## config.mk

```make
export PLATFORM = sky130hd
export DESIGN_NAME = fetch_unit
export DESIGN_NICKNAME = d
export VERILOG_FILES = /design/src/rtl/fetch_unit.sv
export SDC_FILE = /design/constraint.sdc
export NUM_CORES = 1
export LEC_CHECK = 0
export CAP_MARGIN = 20
export CORE_MARGIN = 1.5
export CORE_UTILIZATION = 34
export DETAILED_ROUTE_END_ITERATION = 8
export GPL_TIMING_DRIVEN = 0
export SETUP_SLACK_MARGIN = 0.4
export SLEW_MARGIN = 20
export SYNTH_ARGS = -nofsm -noshare
export SYNTH_HDL_FRONTEND = slang
export SYNTH_SLANG_ARGS = --single-unit
```

## constraint.sdc

```tcl
create_clock -name clock -period 2.1 [get_ports clock]
set_input_delay 0.315 -clock clock [delete_from_list [all_inputs] [get_ports clock]]
set_output_delay 0.315 -clock clock [all_outputs]
set_load 0.03 [all_outputs]
```

## src/rtl/fetch_unit.sv

```systemverilog
// Instruction fetch and program-load sequencer for a 2^A-entry program memory.
// Run mode steps a PC and hands words to the decoder; load mode streams words into memory.
module fetch_unit #(
  parameter int N = 8,
  parameter int A = 5
) (
  input  logic         clock,
  input  logic         reset,
  input  logic         run,
  input  logic         load_start,
  input  logic         load_valid,
  input  logic [N-1:0] load_data,
  input  logic         load_last,
  output logic         load_done,
  output logic [A-1:0] mem_addr,
  output logic         mem_we,
  output logic [N-1:0] mem_d,
  output logic         mem_init,
  input  logic [N-1:0] mem_q,
  output logic [N-1:0] instr,
  output logic [A-1:0] instr_pc,
  output logic         instr_valid,
  input  logic         instr_ready,
  input  logic         jump_valid,
  input  logic [A-1:0] jump_target,
  output logic         busy
);

  typedef enum logic [2:0] {
    S_INIT,
    S_IDLE,
    S_LOAD,
    S_ISSUE,
    S_CAPTURE,
    S_HOLD
  } state_e;

  localparam logic [A-1:0] LAST_ADDR = '1;

  state_e       state_q, state_d;
  logic [A-1:0] pc_q, pc_d;
  logic [A-1:0] load_ptr_q, load_ptr_d;
  logic [N-1:0] instr_q, instr_d;
  logic [A-1:0] instr_pc_q, instr_pc_d;
  logic         instr_valid_q, instr_valid_d;
  logic         load_done_q, load_done_d;
  logic         handshake;

  assign handshake = instr_valid_q & instr_ready;

  // NOTE: every output of this block gets a default first, so no path can infer a latch.
  always_comb begin
    state_d       = state_q;
    pc_d          = pc_q;
    load_ptr_d    = load_ptr_q;
    instr_d       = instr_q;
    instr_pc_d    = instr_pc_q;
    instr_valid_d = instr_valid_q;
    load_done_d   = 1'b0;
    mem_addr      = pc_q;
    mem_we        = 1'b0;
    mem_d         = '0;
    mem_init      = 1'b0;

    unique case (state_q)
      S_INIT: begin
        mem_init = 1'b1;
        mem_addr = '0;
        state_d  = S_IDLE;
      end

      S_IDLE: begin
        if (load_start) begin
          load_ptr_d = '0;
          state_d    = S_LOAD;
        end else if (run) begin
          state_d = S_ISSUE;
        end
      end

      S_LOAD: begin
        mem_addr = load_ptr_q;
        mem_d    = load_data;
        mem_we   = load_valid;
        if (load_valid) begin
          load_ptr_d = load_ptr_q + 1'b1;
          // The write to the top address ends the load even without load_last.
          if (load_last || (load_ptr_q == LAST_ADDR)) begin
            load_ptr_d  = '0;
            load_done_d = 1'b1;
            state_d     = S_IDLE;
          end
        end
      end

      S_ISSUE: begin
        state_d = S_CAPTURE;
      end

      S_CAPTURE: begin
        instr_d       = mem_q;
        instr_pc_d    = pc_q;
        instr_valid_d = 1'b1;
        pc_d          = pc_q + 1'b1;
        state_d       = S_HOLD;
      end

      S_HOLD: begin
        if (handshake) begin
          instr_valid_d = 1'b0;
          if (jump_valid) pc_d = jump_target;
          state_d = run ? S_ISSUE : S_IDLE;
        end
      end

      default: begin
        state_d = S_INIT;
      end
    endcase
  end

  // NOTE: state registers use non-blocking assignments; reset is synchronous to clock.
  always_ff @(posedge clock) begin
    if (reset) begin
      state_q       <= S_INIT;
      pc_q          <= '0;
      load_ptr_q    <= '0;
      instr_q       <= '0;
      instr_pc_q    <= '0;
      instr_valid_q <= 1'b0;
      load_done_q   <= 1'b0;
    end else begin
      state_q       <= state_d;
      pc_q          <= pc_d;
      load_ptr_q    <= load_ptr_d;
      instr_q       <= instr_d;
      instr_pc_q    <= instr_pc_d;
      instr_valid_q <= instr_valid_d;
      load_done_q   <= load_done_d;
    end
  end

  assign instr       = instr_q;
  assign instr_pc    = instr_pc_q;
  assign instr_valid = instr_valid_q;
  assign load_done   = load_done_q;
  assign busy        = (state_q != S_IDLE);

endmodule

```

==> flow_metrics.env, run 1 <==
export IMPL_outcome="complete, no violations"
export IMPL_yosysWarnings=0
export IMPL_cts_root_buffer="clkbuf_8"
export IMPL_ios=60
export IMPL_routed_wl_mm=4.490
export IMPL_area_delta_synth_final_pct=67.96
export IMPL_crit_buf_inv=3
export IMPL_ys_seq_area_frac=0.3616
export IMPL_avgSynthCellArea_sq_um=8.032
export IMPL_synth_flop_cell="dfxtp_1"
export IMPL_ys_types=42
export IMPL_async_flop_share=0
export IMPL_grt_setup_unrepaired="yes"
export IMPL_cts_inserted_buffers=3
export IMPL_yosysTopAreaCellShare=0.3616
export IMPL_clock_latency_ns=0.28
export IMPL_crit_family="buffers and inverters"
export IMPL_grt_ovfl_total=0
export IMPL_h_tree_depth=1
export IMPL_clk_path_buf_depth=2
export IMPL_synth_top_area_cell="dfxtp_1"
export IMPL_finClkSkew_ns=0.008173
export IMPL_cts_tree="done"
export IMPL_path_cells="buf_8, or2_4, buf_8, o21ai_4, buf_6"
export IMPL_crit_type="reg -> out"
export IMPL_postSynthCellCount=193
export IMPL_die_height_um=70.53
export IMPL_antenna_found_initial=0
export IMPL_setup_viol=0
export IMPL_wl_per_cell_um=13.77
export IMPL_route_detailed_drc=0
export IMPL_synth_edff_count=0
export IMPL_p_sw_uw=487.8
export IMPL_gp_congestion=0.7538
export IMPL_reg2reg_from="load_ptr_q[0]$_SDFFE_PP0P_"
export IMPL_dpl_hpwl_mm=2.977
export IMPL_placed_cell_area_sq_um=2206
export IMPL_peakVddDrop_mv=0.3883
export IMPL_via_per_inst=5.009
export IMPL_die_w_um=70.53
export IMPL_grt_util_all_layers=0.1747
export IMPL_rows=24
export IMPL_clk_pin_slew_ns=0.10
export IMPL_ant_nets=0
export IMPL_period_share=0.8327
export IMPL_layout_drive_gt1_share=0.3102
export IMPL_grt_max_degree=17
export IMPL_start_kind="register"
export IMPL_numPortBuffers=59
export IMPL_synth_area_top_cells="dfxtp_1, nand2_1, a21oi_1, o32ai_1, and2_1"
export IMPL_hold_class="reg -> reg"
export IMPL_utilization=0.5939
export IMPL_maxCapViolations=0
export IMPL_grt_pass1_vias=1492
export IMPL_ys_seq_elements=28
export IMPL_swShare=0.3022
export IMPL_finalNonFillerCells=326
export IMPL_drtIter0Drc=40
export IMPL_endpoint_kind="primary output"
export IMPL_holdPathStages=2
export IMPL_critPathMostFrequentCell="buf_8"
export IMPL_hold_start="instr_pc[4]$_SDFFE_PP0P_"
export IMPL_p_comb_frac=0.385
export IMPL_power_share_clock=0.263
export IMPL_fin_area_sq_um=2604
export IMPL_cp_required_ns=1.78
export IMPL_dp_cells=304
export IMPL_vias=1633
export IMPL_syn_nets=225
export IMPL_cts_sink_count=28
export IMPL_slowest_delay_ns=0.34
export IMPL_fmax_ghz=0.5719
export IMPL_reg2reg_slack_ns=0.52
export IMPL_setup_ws_ns=0.3514
export IMPL_crit_path_top_delay_cell="dfxtp_2"
export IMPL_grt_first_pass_wirelength_mm=7.079
export IMPL_syn_area_sq_um=1550
export IMPL_max_slew_margin=0.6060
export IMPL_arrival_ns=1.43
export IMPL_pre_cts_slack_ns=-0.06764
export IMPL_setup_tns_ns=0
export IMPL_core_area_sq_um=4384
export IMPL_tightest_slew_ns=0.5910
export IMPL_p_per_area_nw_per_um2=619.8
export IMPL_nets=307
export IMPL_slew_violations=0
export IMPL_reg2reg_depth=6
export IMPL_internal_power_uw=1126
export IMPL_period_minus_slack_ns=1.749
export IMPL_whs_endpoint="instr_pc[4]$_SDFFE_PP0P_"
export IMPL_path_max_fanout=6
export IMPL_leakagePower_uw=0.001020
export IMPL_num_antenna_cells=0
export IMPL_dieArea_sq_um=4974
export IMPL_hold_viol=0
export IMPL_start_util=0.3536
export IMPL_fill_cells=394
export IMPL_drt_pass1_iter_count=4
export IMPL_power_share_sequential=0.352
export IMPL_reg2reg_to="load_ptr_q[4]$_SDFFE_PP0P_"
power groups by stage:
stage	Sequential [uW]	Clock, uW	Combinational (uW)
2_1_floorplan	590	0	262
3_3_place_gp	579	0	442
3_5_place_dp	579	0	441
4_1_cts	568	439	515
5_1_grt	571	456	660
6_report	568	424	621
kinds of logic (layout without fill, tap and decap cells):
family / after synthesis / in the layout / synth area share
AND/OR/NAND/NOR: 85 / 85 / 0.3019
multiplexers: 4 / 4 / 0.02583
AO/OA/AOI/OAI: 46 / 46 / 0.1961
buffers and inverters: 27 / 108 / 0.09039
adder cells (fa/ha/maj): 3 / 3 / 0.02422
flip-flops: 28 / 28 / 0.3616
worst max path at each step:
stage,start,end,depth (start not counted)
after floorplan,state_q[0]$_SDFFE_PP0P_,mem_addr[0],4
after global placement,state_q[0]$_SDFFE_PP0P_,mem_addr[2],6
after detailed placement,load_valid,mem_we,4
after CTS,state_q[0]$_SDFFE_PP0P_,mem_addr[2],5
after global routing,state_q[2]$_SDFFE_PP0P_,mem_d[1],5
final,state_q[0]$_SDFFE_PP0P_,mem_addr[0],5
worst register-to-register path: cells and delay by family, from the launching register on:
family	cells	cell delay, ns
simple gates	3	0.50
fa+ha+maj	2	0.37
flops	1	0.36
compound gates	1	0.28
cells in the mapped netlist, types with 2 or more instances:
library cell	count
and3_1	2
buf_2	4
o32ai_1	6
and4b_1	2
o21ai_1	6
a21oi_1	18
nor2b_1	5
nor3_1	2
mux2i_1	4
nand4bb_1	2
and2_1	8
clkbuf_1	4
nor3b_1	2
ha_1	3
inv_1	12
dfxtp_1	28
nand4_1	4
nand3_1	7
buf_6	3
a221oi_1	4
buf_4	3
nand2_1	39
nor2_1	4
o21ai_0	3
what timing repair did:
item / in CTS / in global routing
hold buffers: 0 / 0
setup endpoints to repair: 22 / 27
buffers inserted: 7 / 9
pin swaps: 9 / 3
gates cloned: 1 / 1
gates resized for setup: 120 / 44
hold endpoints to repair: 0 / 0
cells in the final DEF (no fill, tap or decap), types with 2 or more instances in the layout:
| cell type | instances |
|---|---|
| inv_1 | 12 |
| and2_4 | 8 |
| nor2_1 | 2 |
| clkbuf_2 | 2 |
| buf_6 | 18 |
| nand3_1 | 7 |
| o21ai_1 | 3 |
| a21oi_1 | 18 |
| clkbuf_1 | 2 |
| nand2_1 | 35 |
| and4b_1 | 2 |
| o21ai_4 | 3 |
| nor2b_1 | 5 |
| clkbuf_8 | 3 |
| o32ai_1 | 5 |
| a221oi_1 | 4 |
| nand2_2 | 4 |
| nor3b_4 | 2 |
| mux2i_1 | 4 |
| buf_8 | 4 |
| dfxtp_1 | 24 |
| nand4_1 | 4 |
| nor2_4 | 2 |
| o21ai_0 | 2 |
| nor3_1 | 2 |
| clkbuf_4 | 2 |
| clkdlybuf4s50_1 | 42 |
| dfxtp_2 | 3 |
| buf_4 | 19 |
area by class of cell:
class / instances / area, sq um / area share
buffer: 14 / 130.1 / 0.04998
clock buffer: 3 / 41.29 / 0.01586
clock inverter: 1 / 30.03 / 0.01153
inverter: 13 / 48.80 / 0.01874
multi-input combinational: 138 / 978.4 / 0.3758
sequential: 28 / 568.0 / 0.2182
tap: 52 / 65.06 / 0.02499
timing repair buffer: 77 / 742.0 / 0.2850
state kept, by name, summed over array words and instances, names as in the netlist:
signal       cells
pc_q             5
instr_pc         5
load_ptr_q       5
instr_valid      1
instr            8
state_q          3
load_done        1
layer usage:
layer  part of all wire  up-vias  global-route usage  routed length (um)
li1                   -      838                   -                   -
met1               0.47      757              0.2429                2120
met2               0.48       34              0.2736                2134
met3              0.046        4             0.04185                 205
met4             0.0065        0             0.04274                  29
met5                  0        -                   0                   0
through the flow:
stage,power [uW],hold slack (ns)
after floorplan,851.7,0.4408
after CTS,1523,0.4602
final,1614,0.4575
after global placement,1021,0.4415
after detailed placement,1020,0.4459
after global routing,1687,0.4778
Power figures use the tool's default switching activity.
==> run 2: changes to the inputs <==
- clock period: 2.1 -> 1.7 ns (I/O delays scaled with it)
==> flow_metrics.env, run 2 (synthesized netlist as in run 1, its figures left out) <==
export IMPL_cts_sink_count=28
export IMPL_period_share=0.9977
export IMPL_leakagePower_uw=0.001238
export IMPL_maxCapViolations=0
export IMPL_via_per_inst=5.150
export IMPL_hold_viol=0
export IMPL_drt_pass1_iter_count=4
export IMPL_endpoint="mem_addr[3]"
export IMPL_final_common_cell="buf_6"
export IMPL_power_share_sequential=0.325
export IMPL_clock_latency_ns=0.28
export IMPL_vias=1756
export IMPL_finClkSkew_ns=0.003940
export IMPL_h_tree_depth=1
export IMPL_antenna_found_initial=0
export IMPL_largest_register_ffs=8
export IMPL_grt_first_pass_wirelength_mm=7.700
export IMPL_fmax_ghz=0.5896
export IMPL_ios=60
export IMPL_start_util=0.3536
export IMPL_multi_input_area_sq_um=1266
export IMPL_reg2reg_slack_ns=0.17
export IMPL_routed_wl_mm=4.981
export IMPL_cts_inserted_buffers=3
export IMPL_cts_root_buffer="clkbuf_8"
export IMPL_die_w_um=70.53
export IMPL_grt_ovfl_total=0
export IMPL_fill_cells=335
export IMPL_wl_per_cell_um=14.61
export IMPL_setup_viol=0
export IMPL_grt_pass1_vias=1625
export IMPL_cts_tree="done"
export IMPL_route_detailed_drc=0
export IMPL_grt_setup_unrepaired="yes"
export IMPL_mostFrequentLayoutCells="buf_6, clkdlybuf4s50_1, buf_4, dfxtp_1, nand2_1"
export IMPL_peakVddDrop_mv=0.4889
export IMPL_grt_max_degree=17
export IMPL_pre_cts_slack_ns=-0.3544
export IMPL_reg2reg_to="load_ptr_q[4]$_SDFFE_PP0P_"
export IMPL_nets=322
export IMPL_area_delta_synth_final_pct=96.61
export IMPL_hold_class="reg -> reg"
export IMPL_critPathLaunch="state_q[0]$_SDFFE_PP0P_"
export IMPL_power_share_clock=0.246
export IMPL_start_kind="register"
export IMPL_endpoint_kind="primary output"
export IMPL_path_max_fanout=6
export IMPL_clk_path_buf_depth=2
export IMPL_reg2reg_depth=6
export IMPL_max_slew_margin=0.5394
export IMPL_dieArea_sq_um=4974
export IMPL_core_area_sq_um=4384
export IMPL_p_per_area_nw_per_um2=714.8
export IMPL_swShare=0.3147
export IMPL_p_comb_frac=0.429
export IMPL_seqCellArea_sq_um=575.6
export IMPL_tightest_slew_ns=0.6910
export IMPL_numPortBuffers=59
export IMPL_crit_type="reg -> out"
export IMPL_drtIter0Drc=43
export IMPL_setup_tns_ns=0
export IMPL_ant_nets=0
export IMPL_reg2reg_from="load_ptr_q[1]$_SDFFE_PP0P_"
export IMPL_outcome="complete, no violations"
export IMPL_rows=24
export IMPL_layout_drive_gt1_share=0.5571
export IMPL_internal_power_uw=1493
export IMPL_slew_violations=0
export IMPL_setup_ws_ns=0.003938
export IMPL_cp_required_ns=1.44
export IMPL_clk_pin_slew_ns=0.10
export IMPL_grt_util_all_layers=0.1916
export IMPL_die_height_um=70.53
export IMPL_arrival_ns=1.44
export IMPL_p_sw_uw=685.6
export IMPL_num_antenna_cells=0
export IMPL_dpl_hpwl_mm=3.041
export IMPL_gp_congestion=0.7960
export IMPL_period_minus_slack_ns=1.696
run 2: changes by cell type in the layout (fill, tap and decap cells not counted), moves of 4 or more:
cell and change:
a21oi_1 -10, a21oi_2 +10, a221oi_1 -4, buf_6 +12, clkbuf_2 +9, clkdlybuf4s50_1 -15
dfxtp_1 -4, nand2_1 -18, nand2_2 +7, nand2_4 +11
run 2: worst min path at each step:
| stage | start | end | slack [ns] | cells after the start |
|---|---|---|---|---|
| global route | load_valid | load_done$_SDFF_PP0_ | 0.45 | 4 |
| finish | instr[7]$_SDFFE_PP0P_ | instr[7]$_SDFFE_PP0P_ | 0.46 | 2 |
| detailed placement | instr_pc[0]$_SDFFE_PP0P_ | instr_pc[0]$_SDFFE_PP0P_ | 0.45 | 2 |
| floorplan | mem_q[0] | instr[0]$_SDFFE_PP0P_ | 0.39 | 2 |
| global placement | instr[4]$_SDFFE_PP0P_ | instr[4]$_SDFFE_PP0P_ | 0.44 | 2 |
| CTS | instr_pc[0]$_SDFFE_PP0P_ | instr_pc[0]$_SDFFE_PP0P_ | 0.46 | 2 |
run 2: critical path: stages (launching register included):
cell     delay [ns]
dfxtp_2        0.35
buf_8          0.13
or2_4          0.27
buf_8          0.14
o21ai_4        0.13
buf_6          0.15
run 2: repair_timing:
item / CTS / global route
resized for setup: 185 / 79
hold buffers: 0 / 0
setup endpoints to repair: 54 / 54
gates cloned: 2 / 3
buffers inserted: 16 / 12
pin swaps: 12 / 44
run 2: area by class of cell:
class | instances | share of cell area
Multi-Input combinational cell | 138 | 0.4154
Inverter | 13 | 0.01601
Clock inverter | 1 | 0.009852
Timing Repair Buffer | 92 | 0.2812
Tap cell | 52 | 0.02135
Buffer | 14 | 0.05378
Clock buffer | 3 | 0.01355
Sequential cell | 28 | 0.1888
run 2: per-layer routing:
metal	vias up	global-route usage	routed length, um
met2	47	0.3134	2447
met4	0	0.05342	57
met3	4	0.03752	219
met1	833	0.2571	2258
li1	872	-	-
met5	-	0	0
run 2: power groups by stage:
stage	logic, uW	clock network, uW	registers [uW]
after floorplan	385	0	731
after global placement	608	0	717
after detailed placement	608	0	718
after CTS	766	552	704
after global routing	990	573	712
final	936	535	708
run 2: per-stage QoR:
stage               hold WS (ns)  power, uW  utilization  area (sq um)  cells
floorplan                 0.3910       1117            -          1683    193
global placement          0.4420       1325       0.5334          2338    304
detailed placement        0.4469       1326       0.5334          2338    304
CTS                       0.4594       2022       0.6253          2741    326
global route              0.4516       2275       0.6952          3048    341
finish                    0.4566       2179       0.6952          3048    341
==> run 3: changes to the inputs <==
--- a/config.mk
+++ b/config.mk
@@ -10,2 +10,3 @@
 export CORE_UTILIZATION = 34
+export CTS_CLUSTER_DIAMETER = 100
 export DETAILED_ROUTE_END_ITERATION = 8
@@ -13,3 +14,2 @@
 export SETUP_SLACK_MARGIN = 0.4
-export SLEW_MARGIN = 20
 export SYNTH_ARGS = -nofsm -noshare
==> constraint.sdc (replaced) <==
create_clock -name clock -period 1.7 [get_ports clock]
set_input_delay 0.17 -clock clock [delete_from_list [all_inputs] [get_ports clock]]
set_output_delay 0.17 -clock clock [all_outputs]
set_load 0.03 [all_outputs]
==> flow_metrics.env, run 3 (synthesized netlist as in run 1, its figures left out) <==
export IMPL_outcome="complete, no violations"
export IMPL_mostFrequentLayoutCells="buf_6, clkdlybuf4s50_1, nand2_1, dfxtp_1"
export IMPL_critPathLaunch="state_q[0]$_SDFFE_PP0P_"
export IMPL_grt_pass1_vias=1598
export IMPL_reg2reg_from="load_ptr_q[1]$_SDFFE_PP0P_"
export IMPL_dp_cells=304
export IMPL_die_height_um=70.53
export IMPL_grt_setup_unrepaired="yes"
export IMPL_route_detailed_drc=0
export IMPL_cts_root_buffer="clkbuf_8"
export IMPL_dieArea_sq_um=4974
export IMPL_utilization=0.6784
export IMPL_vias=1714
export IMPL_arrival_ns=1.45
export IMPL_grt_util_all_layers=0.1880
export IMPL_numPortBuffers=59
export IMPL_fin_area_sq_um=2974
export IMPL_gp_congestion=0.7899
export IMPL_ios=60
export IMPL_setup_viol=0
export IMPL_die_w_um=70.53
export IMPL_cts_sink_count=28
export IMPL_drtIter0Drc=67
export IMPL_max_slew_margin=0.5134
export IMPL_via_per_inst=5.147
export IMPL_core_area_sq_um=4384
export IMPL_num_antenna_cells=0
export IMPL_hold_viol=0
export IMPL_cp_required_ns=1.53
export IMPL_period_share=0.9549
export IMPL_area_delta_synth_final_pct=91.85
export IMPL_clk_pin_slew_ns=0.11
export IMPL_finalNonFillerCells=333
export IMPL_peakVddDrop_mv=0.4265
export IMPL_maxCapViolations=0
export IMPL_crit_path_top_delay_cell="dfxtp_2"
export IMPL_largest_register_ffs=8
export IMPL_crit_family="buffers and inverters"
export IMPL_grt_first_pass_wirelength_mm=7.631
export IMPL_start_util=0.3536
export IMPL_hold_class="in -> reg"
export IMPL_ant_nets=0
export IMPL_fmax_ghz=0.6160
export IMPL_leakagePower_uw=0.001202
export IMPL_clock_latency_ns=0.28
export IMPL_final_common_cell="buf_6"
export IMPL_endpoint_kind="primary output"
export IMPL_whs_ns=0.4355
export IMPL_antenna_found_initial=0
export IMPL_crit_buf_inv=3
export IMPL_drt_pass1_iter_count=4
export IMPL_critPathMostFrequentCell="buf_8"
export IMPL_layout_drive_gt1_share=0.4769
export IMPL_routed_wl_mm=5.055
export IMPL_cts_inserted_buffers=3
export IMPL_start_kind="register"
export IMPL_path_cells="buf_8, or2_4, buf_8, o21ai_4, buf_6"
export IMPL_grt_ovfl_total=0
export IMPL_hold_start="mem_q[7]"
export IMPL_finClkSkew_ns=0.003429
export IMPL_crit_type="reg -> out"
export IMPL_pre_cts_slack_ns=-0.3083
export IMPL_h_tree_depth=1
export IMPL_path_max_fanout=8
export IMPL_hold_buffers=0
export IMPL_clk_path_buf_depth=2
export IMPL_nets=314
export IMPL_dpl_hpwl_mm=3.075
export IMPL_p_per_area_nw_per_um2=713.1
export IMPL_setup_ws_ns=0.07666
export IMPL_slowest_delay_ns=0.34
export IMPL_period_minus_slack_ns=1.623
export IMPL_slew_violations=0
export IMPL_tightest_slew_ns=0.7298
export IMPL_wl_per_cell_um=15.18
export IMPL_grt_max_degree=17
export IMPL_rows=24
export IMPL_placed_cell_area_sq_um=2303
export IMPL_cts_tree="done"
run 3: cell types whose count changed in the layout (fill, tap and decap cells not counted), sizes merged:
| cell | before | now |
|---|---|---|
| dlymetal6s2s | 1 | 0 |
| dlygate4sd2 | 1 | 14 |
| clkbuf | 17 | 9 |
| buf | 60 | 49 |
| clkdlybuf4s15 | 3 | 1 |
| clkdlybuf4s50 | 27 | 28 |
run 3: worst paths after layout:
check,to,slack (ns),depth (start not counted)
worst min register to register,instr[7]$_SDFFE_PP0P_,0.46,2
worst max-delay path,mem_addr[3],0.08,5
worst max register to register,load_ptr_q[4]$_SDFFE_PP0P_,0.10,6
worst min-delay path,instr[7]$_SDFFE_PP0P_,0.44,3
run 3: worst min-delay path, cell delays in order:
cell,delay [ns]
clkdlybuf4s50_1,0.40
nand2_1,0.06
a21oi_1,0.05
run 3: timing repair:
item,CTS,global route
gates cloned,1,3
pin swaps,5,40
setup buffers,14,7
setup endpoints to repair,54,44
endpoints found under the hold margin,0,0
resized for setup,153,81
run 3: area by class of cell:
cell class | instances | area (sq um)
inverters | 13 | 48.80
multi-input cells | 138 | 1237
fillers | 360 | 1410
repair buffers | 84 | 823.3
plain buffers | 14 | 152.6
flip-flops and latches | 28 | 575.6
well taps | 52 | 65.06
clock inverters | 1 | 30.03
clock buffers | 3 | 41.29
run 3: layer usage:
layer,share of wire,global-route usage,vias to the layer above
li1,-,-,854
met1,0.46,0.2573,830
met2,0.51,0.3176,28
met3,0.028,0.03175,2
met4,0.0020,0.02778,0
met5,0,0,-
run 3: power breakdown:
group	switching, uW	internal, uW	leakage, uW
clock	229	316	0.0000357
combinational	428	442	0.000936
sequential	24.7	682	0.000230
total	681	1440	0.00120
run 3: through the flow:
stage	power (uW)	TNS, ns
after floorplan	1080	0
after global placement	1289	-5.167
after detailed placement	1291	-5.254
after CTS	1934	0
after global routing	2195	0
final	2121	0
